### src/rtl/rv32_bus_pkg.sv
// Shared types and defaults for the RV32 data-side bus router.
// Holds the FSM state encoding, the default four-slave memory map and the index-width helper.
package rv32_bus_pkg;

    typedef enum logic [1:0] {
        IDLE,
        BUSY,
        DONE,
        ERR
    } bus_state_t;

    localparam int DEFAULT_N_SLAVES = 4;
    localparam int ERR_COUNT_W      = 16;

    // Entry 0 sits in the least significant 32 bits.
    localparam logic [DEFAULT_N_SLAVES*32-1:0] DEFAULT_SLAVE_BASE = {
        32'h2002_0000, 32'h2001_0000, 32'h2000_0000, 32'h1000_0000
    };
    localparam logic [DEFAULT_N_SLAVES*32-1:0] DEFAULT_SLAVE_MASK = {
        32'hFFFF_0000, 32'hFFFF_0000, 32'hFFFF_FFE0, 32'hF000_0000
    };

    function automatic int idx_w(input int n);
        return (n > 1) ? $clog2(n) : 1;
    endfunction

endpackage

### src/rtl/rv32_addr_decoder.sv
// Combinational address decoder: matches an address against per-slave base/mask windows.
// The lowest matching index wins, and the one-hot output marks only that winner.
module rv32_addr_decoder
    import rv32_bus_pkg::*;
#(
    parameter int N_SLAVES = DEFAULT_N_SLAVES,
    parameter int ADDR_W   = 32,
    parameter logic [N_SLAVES*ADDR_W-1:0] SLAVE_BASE = DEFAULT_SLAVE_BASE,
    parameter logic [N_SLAVES*ADDR_W-1:0] SLAVE_MASK = DEFAULT_SLAVE_MASK,
    localparam int IDX_W = idx_w(N_SLAVES)
) (
    input  logic [ADDR_W-1:0]   addr_i,
    output logic                hit_o,
    output logic [IDX_W-1:0]    idx_o,
    output logic [N_SLAVES-1:0] match_o
);

    logic [N_SLAVES-1:0] raw_match;

    // NOTE: every output gets a default before the loops, so no path leaves a value unassigned and no latch is inferred.
    always_comb begin
        raw_match = '0;
        hit_o     = 1'b0;
        idx_o     = '0;
        match_o   = '0;
        for (int k = 0; k < N_SLAVES; k++) begin
            raw_match[k] = ((addr_i & SLAVE_MASK[k*ADDR_W +: ADDR_W])
                            == SLAVE_BASE[k*ADDR_W +: ADDR_W]);
        end
        // Walk downwards so the lowest matching index is written last.
        for (int k = N_SLAVES - 1; k >= 0; k--) begin
            if (raw_match[k]) begin
                hit_o   = 1'b1;
                idx_o   = IDX_W'(k);
                match_o = N_SLAVES'(1) << k;
            end
        end
    end

endmodule

### src/rtl/rv32_data_bus_router.sv
// Data-side bus router: forwards one core access at a time to a decoded slave and stalls until it acks.
// Unmapped or timed-out accesses finish with err_o and bump a saturating error counter.
module rv32_data_bus_router
    import rv32_bus_pkg::*;
#(
    parameter int N_SLAVES = DEFAULT_N_SLAVES,
    parameter int ADDR_W   = 32,
    parameter int DATA_W   = 32,
    parameter int TIMEOUT  = 255,
    parameter logic [N_SLAVES*ADDR_W-1:0] SLAVE_BASE = DEFAULT_SLAVE_BASE,
    parameter logic [N_SLAVES*ADDR_W-1:0] SLAVE_MASK = DEFAULT_SLAVE_MASK
) (
    input  logic                         clk_i,
    input  logic                         rst_i,
    input  logic                         req_i,
    input  logic [DATA_W/8-1:0]          we_i,
    input  logic [ADDR_W-1:0]            addr_i,
    input  logic [DATA_W-1:0]            wdata_i,
    output logic [DATA_W-1:0]            rdata_o,
    output logic                         ack_o,
    output logic                         err_o,
    output logic                         stall_o,
    output logic [ERR_COUNT_W-1:0]       err_count_o,
    output logic [N_SLAVES-1:0]          s_sel_o,
    output logic [DATA_W/8-1:0]          s_we_o,
    output logic [ADDR_W-1:0]            s_addr_o,
    output logic [DATA_W-1:0]            s_wdata_o,
    input  logic [N_SLAVES*DATA_W-1:0]   s_rdata_i,
    input  logic [N_SLAVES-1:0]          s_ack_i
);

    localparam int IDX_W = idx_w(N_SLAVES);
    localparam int BE_W  = DATA_W / 8;
    localparam int TMR_W = $clog2(TIMEOUT + 1);
    localparam logic [TMR_W-1:0] TMR_LAST = TMR_W'(TIMEOUT - 1);

    bus_state_t             state_q, state_d;
    logic [IDX_W-1:0]       idx_q, idx_d;
    logic [TMR_W-1:0]       timer_q, timer_d;
    logic [N_SLAVES-1:0]    sel_q, sel_d;
    logic [BE_W-1:0]        we_q, we_d;
    logic [ADDR_W-1:0]      addr_q, addr_d;
    logic [DATA_W-1:0]      wdata_q, wdata_d;
    logic [DATA_W-1:0]      rdata_q, rdata_d;
    logic                   ack_q, ack_d;
    logic                   err_q, err_d;
    logic [ERR_COUNT_W-1:0] err_count_q, err_count_d;

    logic                   dec_hit;
    logic [IDX_W-1:0]       dec_idx;
    logic [N_SLAVES-1:0]    dec_onehot;
    logic                   sel_ack;
    logic [DATA_W-1:0]      sel_rdata;
    logic                   go_err;

    rv32_addr_decoder #(
        .N_SLAVES   (N_SLAVES),
        .ADDR_W     (ADDR_W),
        .SLAVE_BASE (SLAVE_BASE),
        .SLAVE_MASK (SLAVE_MASK)
    ) u_decoder (
        .addr_i  (addr_i),
        .hit_o   (dec_hit),
        .idx_o   (dec_idx),
        .match_o (dec_onehot)
    );

    // Only the latched target's ack and data are ever looked at.
    assign sel_ack   = s_ack_i[idx_q];
    assign sel_rdata = s_rdata_i[idx_q*DATA_W +: DATA_W];

    always_comb begin
        state_d     = state_q;
        idx_d       = idx_q;
        timer_d     = timer_q;
        sel_d       = sel_q;
        we_d        = we_q;
        addr_d      = addr_q;
        wdata_d     = wdata_q;
        rdata_d     = rdata_q;
        ack_d       = 1'b0;
        err_d       = 1'b0;
        err_count_d = err_count_q;
        go_err      = 1'b0;

        unique case (state_q)
            IDLE: begin
                if (req_i) begin
                    if (dec_hit) begin
                        state_d = BUSY;
                        idx_d   = dec_idx;
                        sel_d   = dec_onehot;
                        we_d    = we_i;
                        addr_d  = addr_i;
                        wdata_d = wdata_i;
                        timer_d = '0;
                    end else begin
                        go_err = 1'b1;
                    end
                end
            end
            BUSY: begin
                // An ack in the final cycle still wins over the timeout.
                if (sel_ack) begin
                    state_d = DONE;
                    sel_d   = '0;
                    rdata_d = sel_rdata;
                    ack_d   = 1'b1;
                end else if (timer_q == TMR_LAST) begin
                    sel_d  = '0;
                    go_err = 1'b1;
                end else begin
                    timer_d = timer_q + 1'b1;
                end
            end
            DONE:    state_d = IDLE;
            ERR:     state_d = IDLE;
            default: state_d = IDLE;
        endcase

        if (go_err) begin
            state_d     = ERR;
            err_d       = 1'b1;
            rdata_d     = '0;
            err_count_d = (err_count_q == '1) ? err_count_q : err_count_q + 1'b1;
        end
    end

    // NOTE: state uses non-blocking assignments so every flop samples the pre-edge values of the others.
    always_ff @(posedge clk_i or posedge rst_i) begin
        if (rst_i) begin
            state_q     <= IDLE;
            idx_q       <= '0;
            timer_q     <= '0;
            sel_q       <= '0;
            we_q        <= '0;
            addr_q      <= '0;
            wdata_q     <= '0;
            rdata_q     <= '0;
            ack_q       <= 1'b0;
            err_q       <= 1'b0;
            err_count_q <= '0;
        end else begin
            state_q     <= state_d;
            idx_q       <= idx_d;
            timer_q     <= timer_d;
            sel_q       <= sel_d;
            we_q        <= we_d;
            addr_q      <= addr_d;
            wdata_q     <= wdata_d;
            rdata_q     <= rdata_d;
            ack_q       <= ack_d;
            err_q       <= err_d;
            err_count_q <= err_count_d;
        end
    end

    assign stall_o     = ((state_q == IDLE) && req_i) || (state_q == BUSY);
    assign rdata_o     = rdata_q;
    assign ack_o       = ack_q;
    assign err_o       = err_q;
    assign err_count_o = err_count_q;
    assign s_sel_o     = sel_q;
    assign s_we_o      = we_q;
    assign s_addr_o    = addr_q;
    assign s_wdata_o   = wdata_q;

endmodule

### config.mk
export PLATFORM = sky130hd
export DESIGN_NAME = rv32_data_bus_router
export DESIGN_NICKNAME = d
export VERILOG_FILES = /design/src/rtl/rv32_bus_pkg.sv /design/src/rtl/rv32_addr_decoder.sv /design/src/rtl/rv32_data_bus_router.sv
export SDC_FILE = /design/constraint.sdc
export NUM_CORES = 1
export LEC_CHECK = 0
export ABC_AREA = 0
export BUFFER_PORTS_ARGS = -buffer_cell sky130_fd_sc_hd__buf_2
export CORE_MARGIN = 5
export CORE_UTILIZATION = 25
export DETAILED_ROUTE_END_ITERATION = 16
export PLACE_DENSITY = 0.48
export SETUP_SLACK_MARGIN = 0.02
export SYNTH_ARGS = -nofsm -noshare
export SYNTH_HDL_FRONTEND = slang
export SYNTH_SLANG_ARGS = --single-unit
### constraint.sdc
create_clock -name clk_i -period 5.9 [get_ports clk_i]
set_clock_uncertainty 0.2 [all_clocks]
set_input_delay 0.59 -clock clk_i [delete_from_list [all_inputs] [get_ports clk_i]]
set_output_delay 0.59 -clock clk_i [all_outputs]
set_load 0.05 [all_outputs]
== Word level (Yosys, flattened, before mapping) ==
Cells that the tools add are included.

* Add/subtract/negate cells: 2
* Order comparisons: 1
* Eq/ne operators: 17
* Shifts and indexed selects: 1
* Mux-type cells: 40
* Bitwise operators: 1
* Reduce and logical (&&, ||, !) cells: 13

{| class="wikitable"
|+ Operators with widths
! cell !! count
|-
| variable part select 128 x 8 -> 32 bit || 1
|-
| 2-to-1 mux 32 bit || 3
|-
| == test 16 x 14 -> 1 bit (second input constant) || 2
|-
| 2-to-1 mux 4 bit || 8
|-
| 2-to-1 mux 8 bit || 4
|-
| == test 27 x 25 -> 1 bit (second input constant) || 1
|-
| adder 16 x 1 -> 16 bit (second input constant) || 1
|-
| == test 16 bit (second input constant) || 1
|-
| 2-to-1 mux 2 bit || 8
|-
| case mux 8 bit (2 select lines) || 1
|-
| 2-to-1 mux 1 bit || 12
|-
| != test 3 bit (second input constant) || 4
|-
| adder 8 x 1 -> 8 bit (second input constant) || 1
|-
| == test 8 bit (second input constant) || 1
|-
| != test 2 bit (second input constant) || 4
|-
| case mux 4 bit (2 select lines) || 1
|-
| case mux 2 bit (3 select lines) || 1
|-
| AND reduction 3 bit || 2
|-
| nonzero test 2 bit || 3
|-
| AND reduction 5 bit || 1
|-
| == test 2 bit (second input constant) || 2
|-
| == test 4 x 1 -> 1 bit (second input constant) || 1
|-
| AND reduction 2 bit || 2
|-
| AND reduction 4 bit || 1
|-
| 9 further kinds || 9
|}

* Register bits after elaboration: 134
* Bits of input ports: 203
* Output and inout bits: 123
* Word-level logic and storage cells: 86

== Logic depth before layout (Yosys ltp) ==
* Depth after elaboration: 10
* Gate-level depth with buffers: 9

== Modules after synthesis ==
A second synthesis with hierarchy kept.

* Cell total of the unflattened synthesis: 656
* Area, all modules: 6,493.7 um2

{| class="wikitable"
|+ Modules (own cells, without submodules)
! module !! times used !! cells each !! area an instance (um2) !! sequential area each (um2)
|-
| rv32_data_bus_router || 1 || 633 || 6,296.0 || 3,353.2
|-
| rv32_addr_decoder || 1 || 23 || 197.7 || 0.0
|}

== Least setup slack after synthesis ==
Ideal clock, no wire load.

* Path kind: input port to flip-flop
* Start point: input port addr_i[9]
* End point: register addr_q[0] (netlist: s_addr_o[0])
* Setup time: 125 ps
* Arrival time: 2,013 ps
* Setup slack: 3,562 ps
* Stages on the path: 7
* Cells stage by stage: nor4_1 a311o_1 a31oi_2 nand2b_4 buf_6 buf_6 mux2_4

* Word-level cells in the longest chain between the ends: 4

{| class="wikitable"
|+ RTL lines
! what !! line !! text
|-
| from (decl) || rv32_data_bus_router.sv:17 || <nowiki>input logic [ADDR_W-1:0] addr_i,</nowiki>
|-
| == test 27 x 25 -> 1 bit || rv32_addr_decoder.sv:28 || <nowiki>== SLAVE_BASE[k*ADDR_W +: ADDR_W]);</nowiki>
|-
| 2-to-1 mux 1 bit (2 in series) || rv32_addr_decoder.sv:32 || <nowiki>if (raw_match[k]) begin</nowiki>
|-
| AND reduction 3 bit (no source line) || -- ||
|-
| to (signal assigned) || rv32_data_bus_router.sv:149 || <nowiki>addr_q <= addr_d;</nowiki>
|-
| to (decl) || rv32_data_bus_router.sv:42 || <nowiki>logic [ADDR_W-1:0] addr_q, addr_d;</nowiki>
|}

Every way passes these cells.
A chain may end at the register's enable or synchronous reset.

== Worst setup path in the final report ==
* Start point: register idx_q[1]
* End point: register err_count_q[12] (netlist: err_count_o[12])

* Word-level cells in the longest chain between the ends: 5

{| class="wikitable"
|+ RTL lines
! what !! line !! text
|-
| from (decl) || rv32_data_bus_router.sv:38 || <nowiki>logic [IDX_W-1:0] idx_q, idx_d;</nowiki>
|-
| from (signal assigned) || rv32_data_bus_router.sv:145 || <nowiki>idx_q <= idx_d;</nowiki>
|-
| binary-select mux 1 bit (select 2 bit) || rv32_data_bus_router.sv:69 || <nowiki>assign sel_ack = s_ack_i[idx_q];</nowiki>
|-
| 2-to-1 mux 1 bit (implied by the code) || rv32_data_bus_router.sv:69 ||
|-
| 2-to-1 mux 1 bit || rv32_data_bus_router.sv:104 || <nowiki>if (sel_ack) begin</nowiki>
|-
| case mux 1 bit (2 select lines) || rv32_data_bus_router.sv:86 || <nowiki>unique case (state_q)</nowiki>
|-
| AND reduction 2 bit (no source line) || -- ||
|-
| to (signal assigned) || rv32_data_bus_router.sv:154 || <nowiki>err_count_q <= err_count_d;</nowiki>
|-
| to (decl) || rv32_data_bus_router.sv:47 || <nowiki>logic [ERR_COUNT_W-1:0] err_count_q, err_count_d;</nowiki>
|}

Every way passes these cells. The select of a mux whose other input is x is not followed.

==> flow_summary.ini <==
[outcome]
outcome = finished, final reports clean

[synth]
ys_top_cells_by_area = dfrtp_1 49%, mux2_4 14%, mux4_2 11%
synth_edf_count = 0
netlist_top_cells_count = 134 x dfrtp_1, 74 x nand2_1, 63 x mux2_4
synth.most_common_cell = dfrtp_1
synthArstFlopShare = 1.00
syn_area_mm2 = 0.00690
synth_cells = 519
synth_seq_area_share = 0.486
synth_area_leader_cell = dfrtp_1
synth_flop_cell = dfrtp_1
yosysWarnings = 0
synth.distinct_cells = 53
synth-seq-cells = 134
synth_fp_nets = 725
syn_avg_cell_area_um2 = 13.3
synth_top_area_share = 0.486

[sta]
whs_ps = 93.3
rsz0062_at_grt = no
worstMarginPinSlew_ps = 1000
hold_viol = 0
setup_tns_ps = 0
setup_viol = 0
report.final.slew_viol_count = 0
max_freq_mhz = 290
fin_ws_ps = 2460
finalCritPeriodShare = 0.584
max-slew-margin-rel = 0.330
min_period_ps = 3440

[job]
drv_cap = 0

[setup_path]
end_kind = flip-flop
start_kind = flip-flop
critical_path_class = flip-flop to flip-flop
crit_slowest_cell = or2_2
cp_cell_sequence = buf_4 -> mux4_2 -> nor4_4 -> or2_2 -> a22oi_1
slowest_delay_ps = 900
critPathRequiredTime_ps = 5940
critPathMaxFanout = 34
path_buf_inv = 1
cp_top_family = simple AND/OR/NAND/NOR gates
cp.arrival_ps = 3490

[cts]
clockRootBuffer = clkbuf_16
h-tree-depth = 4
cts_tree = built
clock_sinks = 134
cts_setup_buffers = 0
holdBufCountCts = 0
numCtsBuffers = 17
clockBufferDepth = 2
clk_latency_ps = 410
cts_resized = 0
path_clk_slew_ps = 70

[die]
rows = 60
chipHeight_um = 176
ioPinCount = 326
start_util = 0.255
fp.dieW_um = 176
core_area_mm2 = 0.0271
die-area_mm2 = 0.0310

[placement]
dp_hpwl_um = 14900
post-place-cells = 1187
post-place-ws_ps = 2320
gp_congestion = 0.770
portBuffers = 325

[layout]
multiInputGateArea_mm2 = 0.00327
fin_nets = 1040
regArea_mm2 = 0.00335
area_growth_pct = 35.2
drive_above_1_share = 0.586
fin_cells = 1220
n_fill_cell = 2783

[detailed_routing]
dr.pass1.iters = 6
routed_wl_um = 19800
postRouteAntennaNets = 0
vias_per_cell = 4.42
initialDrtViolationCount = 163
drcViolationCount = 0
wl_per_cell_um = 16.3
vias = 5393

[power_and_ir_drop]
ir_drop_mv = 0.178
power_density_mw_per_mm2 = 521
p_leak_nw = 4.71

[global_route]
grt_pass1_wl_um = 31500
grt_pass1_vias = 5872
grt_antenna_before_repair = 1
grt_max_degree = 78
overflow = 0
grt_use_total = 0.127

[min_path]
hp-class = primary input to async pin
sequential cells by signal (all words and copies together) (netlist names):
register	flops
ack_o	1
err_count_o	16
err_o	1
idx_q	2
rdata_o	32
s_addr_o	32
s_sel_o	4
s_wdata_o	32
s_we_o	4
state_q	2
timer_q	8
cell families (layout without fill, tap and decap cells):
| family | after synthesis | after routing | share of synthesized area |
|---|---|---|---|
| other | 0 | 1 | 0 |
| flip-flops | 134 | 134 | 0.486 |
| AND/OR/NAND/NOR | 140 | 140 | 0.107 |
| multiplexers | 100 | 100 | 0.251 |
| AO/OA/AOI/OAI | 87 | 87 | 0.0944 |
| XOR/XNOR | 12 | 12 | 0.0152 |
| buffers and inverters | 43 | 371 | 0.0411 |
| adder cells (fa/ha/maj) | 3 | 3 | 0.00544 |
metal layers:
layer	GRT usage	share of wire	vias to the layer above
met5	0	0	-
met4	0.0377	0.013	0
met3	0.0435	0.083	18
met2	0.214	0.48	211
met1	0.154	0.42	2625
li1	-	-	2539
cell type report:
| cell class | count | share of cell area |
|---|---|---|
| Clock buffer | 20 | 0.0479 |
| Antenna cell | 1 | 0.000268 |
| Inverter | 10 | 0.00483 |
| Multi-Input combinational cell | 342 | 0.350 |
| Clock inverter | 12 | 0.0101 |
| Sequential cell | 134 | 0.359 |
| Timing Repair Buffer | 329 | 0.178 |
| Tap cell | 372 | 0.0499 |
where the power goes:
group          switching (W)  internal (W)  total (W)
clock               0.000433      0.000555   0.000988
sequential          0.000207       0.00125    0.00145
combinational        0.00168      0.000742    0.00242
worst paths after layout:
check                      slack [ps]                      from                     endpoint  cells past startpoint
setup reg to reg                 2460      idx_q[1]$_DFFE_PP0P_  err_count_o[12]$_DFFE_PP0P_                      5
min in group clk_i                200                   we_i[2]        s_we_o[2]$_DFFE_PP0P_                      2
hold / removal                     90                     rst_i    s_wdata_o[17]$_DFFE_PP0P_                      2
setup / recovery                 2460      idx_q[1]$_DFFE_PP0P_  err_count_o[12]$_DFFE_PP0P_                      5
hold reg to reg                   280  s_addr_o[31]$_DFFE_PP0P_     s_addr_o[31]$_DFFE_PP0P_                      1
max in group asynchronous        4140                     rst_i         idx_q[0]$_DFFE_PP0P_                      3
worst register-to-register path, stage by stage (launching register included):
cell     delay [ps]
dfrtp_1         320
buf_4           390
mux4_2          600
nor4_4          670
or2_2           900
a22oi_1         210
stage by stage:
| step | total power (W) | util | cell area, µm² |
|---|---|---|---|
| finish | 0.00487 | 0.344 | 9330 |
| global route | 0.00514 | 0.344 | 9330 |
| CTS | 0.00495 | 0.344 | 9330 |
| detailed placement | 0.00392 | 0.324 | 8790 |
| global placement | 0.00391 | 0.324 | 8790 |
| floorplan | 0.00334 | - | 6900 |
cells in the final DEF, fill, tap and decap left out, types with 8 or more instances in the layout:
cell,instances
buf_2,325
dfrtp_1,133
nand2_1,74
mux2_4,63
mux4_2,33
a21oi_2,29
clkbuf_16,17
xnor2_1,11
nand3_1,10
o21ai_1,10
o2111ai_1,10
nor2_1,9
inv_1,8
a21oi_1,8
o21ai_0,8
Note: power is estimated with default switching activity, not from simulation.
